[src/rtl/map_pkg.sv]
// map_pkg: shared map geometry, coordinate widths, FSM states and tile address helpers
package map_pkg;

   localparam int TILE_SHIFT  = 3;
   localparam int MAP_W_TILES = 80;
   localparam int MAP_H_TILES = 60;
   localparam int ADDR_W      = 13;
   localparam int X_W         = 10;
   localparam int Y_W         = 9;

   typedef enum logic [1:0] {IDLE, READ, DATA, RESP} state_t;

   // True when the pixel falls on a tile inside the map
   function automatic logic tile_in_range(input logic [X_W-1:0] x, input logic [Y_W-1:0] y);
      return (int'(x >> TILE_SHIFT) < MAP_W_TILES) && (int'(y >> TILE_SHIFT) < MAP_H_TILES);
   endfunction

   // Row-major tile index; only meaningful for in-range coordinates
   function automatic logic [ADDR_W-1:0] tile_addr(input logic [X_W-1:0] x, input logic [Y_W-1:0] y);
      return ADDR_W'(int'(y >> TILE_SHIFT) * MAP_W_TILES + int'(x >> TILE_SHIFT));
   endfunction

endpackage

[src/rtl/map_rr_arbiter.sv]
// map_rr_arbiter: combinational round-robin pick starting one past the last grant
module map_rr_arbiter #(
   parameter int N_REQ = 4,
   parameter int IDX_W = $clog2(N_REQ)
) (
   input  logic [N_REQ-1:0] i_req,
   input  logic [IDX_W-1:0] i_last,
   output logic [N_REQ-1:0] o_grant,
   output logic [IDX_W-1:0] o_idx,
   output logic             o_any
);

   logic [IDX_W-1:0] w_j;

   // Walk from farthest to nearest candidate so the nearest set bit after i_last wins
   always_comb begin
      o_grant = '0;
      o_idx   = i_last;
      o_any   = |i_req;
      w_j     = '0;
      for (int k = N_REQ; k >= 1; k--) begin
         w_j = IDX_W'((int'(i_last) + k) % N_REQ);
         if (i_req[w_j]) begin
            o_grant      = '0;
            o_grant[w_j] = 1'b1;
            o_idx        = w_j;
         end
      end
   end

endmodule

[src/rtl/map_query_server.sv]
// map_query_server: arbitrates mover wall queries, reads the tile ROM and returns isWall
module map_query_server
   import map_pkg::*;
#(
   parameter int N_REQ = 4
) (
   input  logic               clk,
   input  logic               rst_n,
   input  logic [N_REQ-1:0]   req_valid,
   input  logic [N_REQ*X_W-1:0] req_x,
   input  logic [N_REQ*Y_W-1:0] req_y,
   output logic [N_REQ-1:0]   rsp_valid,
   output logic               rsp_wall,
   output logic               rom_en,
   output logic [ADDR_W-1:0]  rom_addr,
   input  logic               rom_data
);

   localparam int IDX_W = $clog2(N_REQ);

   state_t              r_state, w_state;
   logic [IDX_W-1:0]    r_last, w_last;
   logic [N_REQ-1:0]    r_sel, w_sel;
   logic                r_wall, w_wall;
   logic [N_REQ-1:0]    r_rsp_valid, w_rsp_valid;
   logic                r_rsp_wall, w_rsp_wall;
   logic                r_rom_en, w_rom_en;
   logic [ADDR_W-1:0]   r_rom_addr, w_rom_addr;

   logic [N_REQ-1:0]    w_req, w_grant;
   logic [IDX_W-1:0]    w_idx;
   logic                w_any;
   logic [X_W-1:0]      w_x;
   logic [Y_W-1:0]      w_y;

   // The requester just answered is still asserting req_valid during its pulse; hide it
   assign w_req = req_valid & ~r_rsp_valid;

   map_rr_arbiter #(.N_REQ(N_REQ)) u_arb (
      .i_req   (w_req),
      .i_last  (r_last),
      .o_grant (w_grant),
      .o_idx   (w_idx),
      .o_any   (w_any)
   );

   assign w_x = req_x[X_W*w_idx +: X_W];
   assign w_y = req_y[Y_W*w_idx +: Y_W];

   assign rsp_valid = r_rsp_valid;
   assign rsp_wall  = r_rsp_wall;
   assign rom_en    = r_rom_en;
   assign rom_addr  = r_rom_addr;

   // State and registered outputs
   always_ff @(posedge clk or negedge rst_n) begin
      if (!rst_n) begin
         r_state     <= IDLE;
         r_last      <= IDX_W'(N_REQ - 1);
         r_sel       <= '0;
         r_wall      <= 1'b0;
         r_rsp_valid <= '0;
         r_rsp_wall  <= 1'b0;
         r_rom_en    <= 1'b0;
         r_rom_addr  <= '0;
      end else begin
         r_state     <= w_state;
         r_last      <= w_last;
         r_sel       <= w_sel;
         r_wall      <= w_wall;
         r_rsp_valid <= w_rsp_valid;
         r_rsp_wall  <= w_rsp_wall;
         r_rom_en    <= w_rom_en;
         r_rom_addr  <= w_rom_addr;
      end
   end

   // Next state; out-of-map queries skip the ROM and report a wall
   always_comb begin
      w_state     = r_state;
      w_last      = r_last;
      w_sel       = r_sel;
      w_wall      = r_wall;
      w_rsp_valid = '0;
      w_rsp_wall  = 1'b0;
      w_rom_en    = 1'b0;
      w_rom_addr  = r_rom_addr;
      case (r_state)
         IDLE: if (w_any) begin
            w_last = w_idx;
            w_sel  = w_grant;
            if (tile_in_range(w_x, w_y)) begin
               w_state    = READ;
               w_rom_en   = 1'b1;
               w_rom_addr = tile_addr(w_x, w_y);
            end else begin
               w_state = RESP;
               w_wall  = 1'b1;
            end
         end
         READ: w_state = DATA;
         DATA: begin
            w_wall  = rom_data;
            w_state = RESP;
         end
         RESP: begin
            w_rsp_valid = r_sel;
            w_rsp_wall  = r_wall;
            w_state     = IDLE;
         end
         default: w_state = IDLE;
      endcase
   end

endmodule

[config.mk]
export PLATFORM = sky130hd
export DESIGN_NAME = map_query_server
export DESIGN_NICKNAME = d
export VERILOG_FILES = /design/src/rtl/map_pkg.sv /design/src/rtl/map_rr_arbiter.sv /design/src/rtl/map_query_server.sv
export SDC_FILE = /design/constraint.sdc
export NUM_CORES = 1
export LEC_CHECK = 0
export BUFFER_PORTS_ARGS = -buffer_cell sky130_fd_sc_hd__buf_4
export CAP_MARGIN = 15
export CORE_MARGIN = 5
export CORE_UTILIZATION = 30
export CTS_CLUSTER_SIZE = 20
export DETAILED_ROUTE_END_ITERATION = 6
export HOLD_SLACK_MARGIN = 0.02
export PLACE_DENSITY = 0.57
export SYNTH_ARGS = -nofsm -noshare
export SYNTH_HDL_FRONTEND = slang
export SYNTH_HIERARCHICAL = 1
export SYNTH_SLANG_ARGS = --single-unit
[constraint.sdc]
create_clock -name clk -period 12 [get_ports clk]
set_clock_uncertainty 0.2 [all_clocks]
set_input_delay 0 -clock clk [delete_from_list [all_inputs] [get_ports clk]]
set_output_delay 0 -clock clk [all_outputs]
set_load 0.05 [all_outputs]
==> flow_results.xml <==
<?xml version="1.0" encoding="UTF-8"?>
<metrics>
  <group name="outcome">
    <metric name="outcome" unit="">finished, final reports clean</metric>
  </group>
  <group name="timing">
    <metric name="setup_repair_after_global_routing_missed_its_margin" unit="">no</metric>
    <metric name="setup_viol" unit="">0</metric>
    <metric name="final_max_slew_viol_count" unit="">0</metric>
    <metric name="maxSlewHeadroom" unit="%">62.1</metric>
    <metric name="setup_slack" unit="ns">6.63</metric>
    <metric name="tns" unit="ns">0</metric>
    <metric name="final_period_minus_worst_setup_slack" unit="ns">5.37</metric>
    <metric name="timing_worst_slew_pin_value" unit="ns">0.567</metric>
    <metric name="hold_viol_final" unit="">0</metric>
    <metric name="finalCritPeriodShare" unit="%">44.7</metric>
    <metric name="maxClockFrequency" unit="MHz">186</metric>
  </group>
  <group name="grt">
    <metric name="grtUsageTotal" unit="%">11.5</metric>
    <metric name="grt_start_max_net_pins" unit="">27</metric>
    <metric name="gr-total-overflow" unit="">0</metric>
    <metric name="number_of_antenna_violations_at_the_first_check_in_global_routing" unit="">0</metric>
    <metric name="first_pass_grt_wire_length" unit="um">9030</metric>
    <metric name="grt_pass1_vias" unit="">1884</metric>
  </group>
  <group name="clock_network">
    <metric name="worst_skew_pair.late_latency" unit="ns">0.27</metric>
    <metric name="tritoncts.num_buffers" unit="">3</metric>
    <metric name="clkSlewWorstSetupHoldPaths" unit="ns">0.10</metric>
    <metric name="clock_tree_from_tritoncts" unit="">done</metric>
    <metric name="number_of_gates_resized_after_cts" unit="">0</metric>
    <metric name="total_setup_buffers_inserted_after_cts" unit="">0</metric>
    <metric name="htreeDepth" unit="">1</metric>
    <metric name="clk_path_buf_depth" unit="">2</metric>
    <metric name="clock-root-buffer" unit="">sky130_fd_sc_hd__clkbuf_8</metric>
    <metric name="cts_sinks" unit="">28</metric>
  </group>
  <group name="worst_setup_path">
    <metric name="worst_path_max_delay_cell" unit="">sky130_fd_sc_hd__dfstp_2</metric>
    <metric name="critical_path.most_common_cell" unit="">sky130_fd_sc_hd__ha_1</metric>
    <metric name="crit_arrival" unit="ns">5.33</metric>
    <metric name="crit_required" unit="ns">11.96</metric>
    <metric name="criticalPathCategory" unit="">reg -&gt; reg</metric>
    <metric name="path_max_fanout" unit="">15</metric>
    <metric name="critical_path_s_largest_stage_delay" unit="ns">0.74</metric>
    <metric name="cp-start-kind" unit="">register</metric>
    <metric name="path_cells" unit="">inv_1 -&gt; ha_1 -&gt; mux2i_1 -&gt; mux2_2 -&gt; nor2b_2 -&gt; xnor2_2 -&gt; buf_4 -&gt; mux4_2 -&gt; ha_1 -&gt; ha_1 -&gt; fa_1 -&gt; xor2_1 -&gt; nand3_1 -&gt; nor4_1 -&gt; xnor2_1 -&gt; mux2_2</metric>
    <metric name="crit_path_end_kind" unit="">register</metric>
  </group>
  <group name="job">
    <metric name="maxCapViolCount" unit="">0</metric>
  </group>
  <group name="yosys">
    <metric name="synth-edff-count" unit="">0</metric>
    <metric name="postSynthAreaPerCell" unit="sq um">12.1</metric>
    <metric name="yosys_warnings" unit="">6</metric>
    <metric name="post_synth_net_total" unit="">296</metric>
    <metric name="postSynthRegisterBits" unit="">28</metric>
    <metric name="ys_dominant_reg_cell" unit="">sky130_fd_sc_hd__dfrtp_1</metric>
    <metric name="ys_seq_area_share" unit="%">30.6</metric>
    <metric name="yosys.cell_types.count" unit="">47</metric>
    <metric name="post_synth_instance_area" unit="sq mm">0.00230</metric>
    <metric name="synthesized_netlist_cell_count" unit="">190</metric>
    <metric name="synth_async_sr_flop_share" unit="%">100</metric>
  </group>
  <group name="finish">
    <metric name="antenna_cells_inserted" unit="">0</metric>
    <metric name="post_route_cells_drive_above_1_share" unit="%">46.9</metric>
    <metric name="fin_nets" unit="">384</metric>
    <metric name="relative_area_change_from_synthesis_to_final_layout" unit="%">36.8</metric>
    <metric name="fillers" unit="">761</metric>
  </group>
  <group name="floorplanning">
    <metric name="die-height" unit="um">97.5</metric>
    <metric name="initial_core_util" unit="%">30.2</metric>
    <metric name="design.die.area" unit="sq mm">0.00951</metric>
    <metric name="core" unit="sq mm">0.00761</metric>
    <metric name="io_pins" unit="">102</metric>
    <metric name="width_of_the_chip" unit="um">97.5</metric>
    <metric name="rows" unit="">32</metric>
  </group>
  <group name="min_path">
    <metric name="hold_class" unit="">in -&gt; async</metric>
  </group>
  <group name="detailed_routing">
    <metric name="firstDrtPassIters" unit="">4</metric>
    <metric name="drc" unit="">0</metric>
    <metric name="via_per_inst" unit="">4.74</metric>
    <metric name="routedWlPerCell" unit="um">14.5</metric>
    <metric name="drtAntennaViolNets" unit="">0</metric>
    <metric name="num_vias" unit="">1796</metric>
    <metric name="drt_wl_total" unit="um">5500</metric>
    <metric name="drtIter0Drc" unit="">74</metric>
  </group>
  <group name="placement">
    <metric name="place.detailed.hpwl" unit="um">4460</metric>
    <metric name="gp_congestion" unit="">0.762</metric>
    <metric name="place_worst_setup_slack" unit="ns">6.62</metric>
    <metric name="port-buffer-count" unit="">77</metric>
  </group>
</metrics>
-- per-layer routing --
metal,vias to the layer above,wire length [um],global-route usage (%)
li1,888,-,-
met1,827,2570,15.6
met2,79,2480,18.1
met3,2,411,3.30
met4,0,41,2.56
met5,-,0,0
-- stage by stage --
step	hold WS [ns]	area, sq um	instances	utilization (%)
after detailed placement	-0.247	2970	364	39.0
after CTS	0.0377	3140	379	41.3
final	0.0386	3140	379	41.3
after global placement	-0.255	2970	364	39.0
after floorplan	-0.496	2300	190	-
after global routing	0.0517	3140	379	41.3
-- final timing paths --
kind | start | end | slack [ns] | depth (start not counted)
hold / removal | rst_n | r_last[0]$_DFFE_PN1P_ | 0.04 | 2
hold reg to reg | r_sel[1]$_DFFE_PN0P_ | rsp_valid[1]$_DFF_PN0_ | 0.28 | 1
setup reg to reg | r_last[0]$_DFFE_PN1P_ | rom_addr[11]$_DFFE_PN0P_ | 6.63 | 16
min in group clk | req_y[30] | rom_addr[4]$_DFFE_PN0P_ | 0.16 | 4
setup / recovery | r_last[0]$_DFFE_PN1P_ | rom_addr[11]$_DFFE_PN0P_ | 6.63 | 16
max in group asynchronous | rst_n | rom_addr[5]$_DFFE_PN0P_ | 11.40 | 3
-- logic make-up after synthesis --
group | synth area share, %
buffers and inverters | 4.52
AOI/OAI and AO/OA | 9.37
xor gates and xnor gates | 3.43
and+or+nand+nor | 10.4
adders and majority gates | 13.2
DFF | 30.6
muxes | 28.5
-- placed cells by master (no fill, tap or decap), types with 2 or more instances in the layout --
master,n
sky130_fd_sc_hd__mux2i_1,5
sky130_fd_sc_hd__o22ai_1,2
sky130_fd_sc_hd__xor2_1,4
sky130_fd_sc_hd__buf_4,79
sky130_fd_sc_hd__o21ai_0,3
sky130_fd_sc_hd__xnor2_1,4
sky130_fd_sc_hd__fa_1,2
sky130_fd_sc_hd__nand4_1,4
sky130_fd_sc_hd__dfrtp_1,26
sky130_fd_sc_hd__nor2_1,6
sky130_fd_sc_hd__inv_1,12
sky130_fd_sc_hd__mux2_4,8
sky130_fd_sc_hd__mux2_2,13
sky130_fd_sc_hd__dlygate4sd3_1,10
sky130_fd_sc_hd__a31oi_1,4
sky130_fd_sc_hd__nand2_1,3
sky130_fd_sc_hd__mux4_2,15
sky130_fd_sc_hd__a21o_1,3
sky130_fd_sc_hd__clkbuf_8,4
sky130_fd_sc_hd__a21oi_1,6
sky130_fd_sc_hd__a22oi_1,4
sky130_fd_sc_hd__dfstp_2,2
sky130_fd_sc_hd__nor2b_1,6
sky130_fd_sc_hd__and2_1,5
sky130_fd_sc_hd__nand3_1,3
sky130_fd_sc_hd__ha_1,21
-- flip-flops by register name (all words and copies together), names as in the netlist --
signal / flops
rom_addr: 13
r_wall: 1
rsp_valid: 4
rsp_wall: 1
r_state: 2
r_sel: 4
rom_en: 1
r_last: 2
-- cell usage after synthesis, types with 2 or more instances --
master,n,area share (%)
sky130_fd_sc_hd__a22oi_1,4,1.3
sky130_fd_sc_hd__mux4_2,15,15
sky130_fd_sc_hd__nand2_1,3,0.49
sky130_fd_sc_hd__xnor2_1,5,1.9
sky130_fd_sc_hd__inv_1,12,2.0
sky130_fd_sc_hd__a31oi_1,4,1.1
sky130_fd_sc_hd__nand3_1,3,0.65
sky130_fd_sc_hd__nand4_1,4,1.1
sky130_fd_sc_hd__dfstp_2,2,2.3
sky130_fd_sc_hd__mux2i_1,5,2.2
sky130_fd_sc_hd__mux2_4,8,5.2
sky130_fd_sc_hd__buf_6,4,2.0
sky130_fd_sc_hd__and2_1,5,1.4
sky130_fd_sc_hd__mux2_2,13,6.4
sky130_fd_sc_hd__fa_1,2,1.7
sky130_fd_sc_hd__a21oi_1,6,1.3
sky130_fd_sc_hd__buf_2,2,0.44
sky130_fd_sc_hd__nor2_1,6,0.98
sky130_fd_sc_hd__ha_1,21,11
sky130_fd_sc_hd__dfrtp_1,26,28
sky130_fd_sc_hd__o21ai_0,3,0.65
sky130_fd_sc_hd__o22ai_1,2,0.54
sky130_fd_sc_hd__a21o_1,3,0.98
sky130_fd_sc_hd__nor2b_1,6,1.6
sky130_fd_sc_hd__xor2_1,4,1.5
-- repair_timing --
action,CTS,global route
endpoints found under the setup margin,0,0
hold buffers,11,0
endpoints found under the hold margin,33,0
-- worst max-delay path, delay by kind of cell (launching register included) --
family                   cells  cell delay, ns
AND/OR/NAND/NOR              3            0.59
flip-flops                   1            0.74
buffers and inverters        2            0.44
multiplexers                 4            1.34
adder cells (fa/ha/maj)      4            1.44
XOR/XNOR                     3            0.49
-- final cells by class --
type	count	area, sq um	area share, %
Timing Repair Buffer	90	713	22.7
Inverter	12	45.0	1.43
Clock buffer	4	55.1	1.75
Sequential cell	28	703	22.4
Tap cell	102	128	4.06
Multi-Input combinational cell	143	1500	47.7
Power is left out: the tool's default activity adds up to more than one toggle a clock period on the data nets, which glitch-free logic cannot reach.
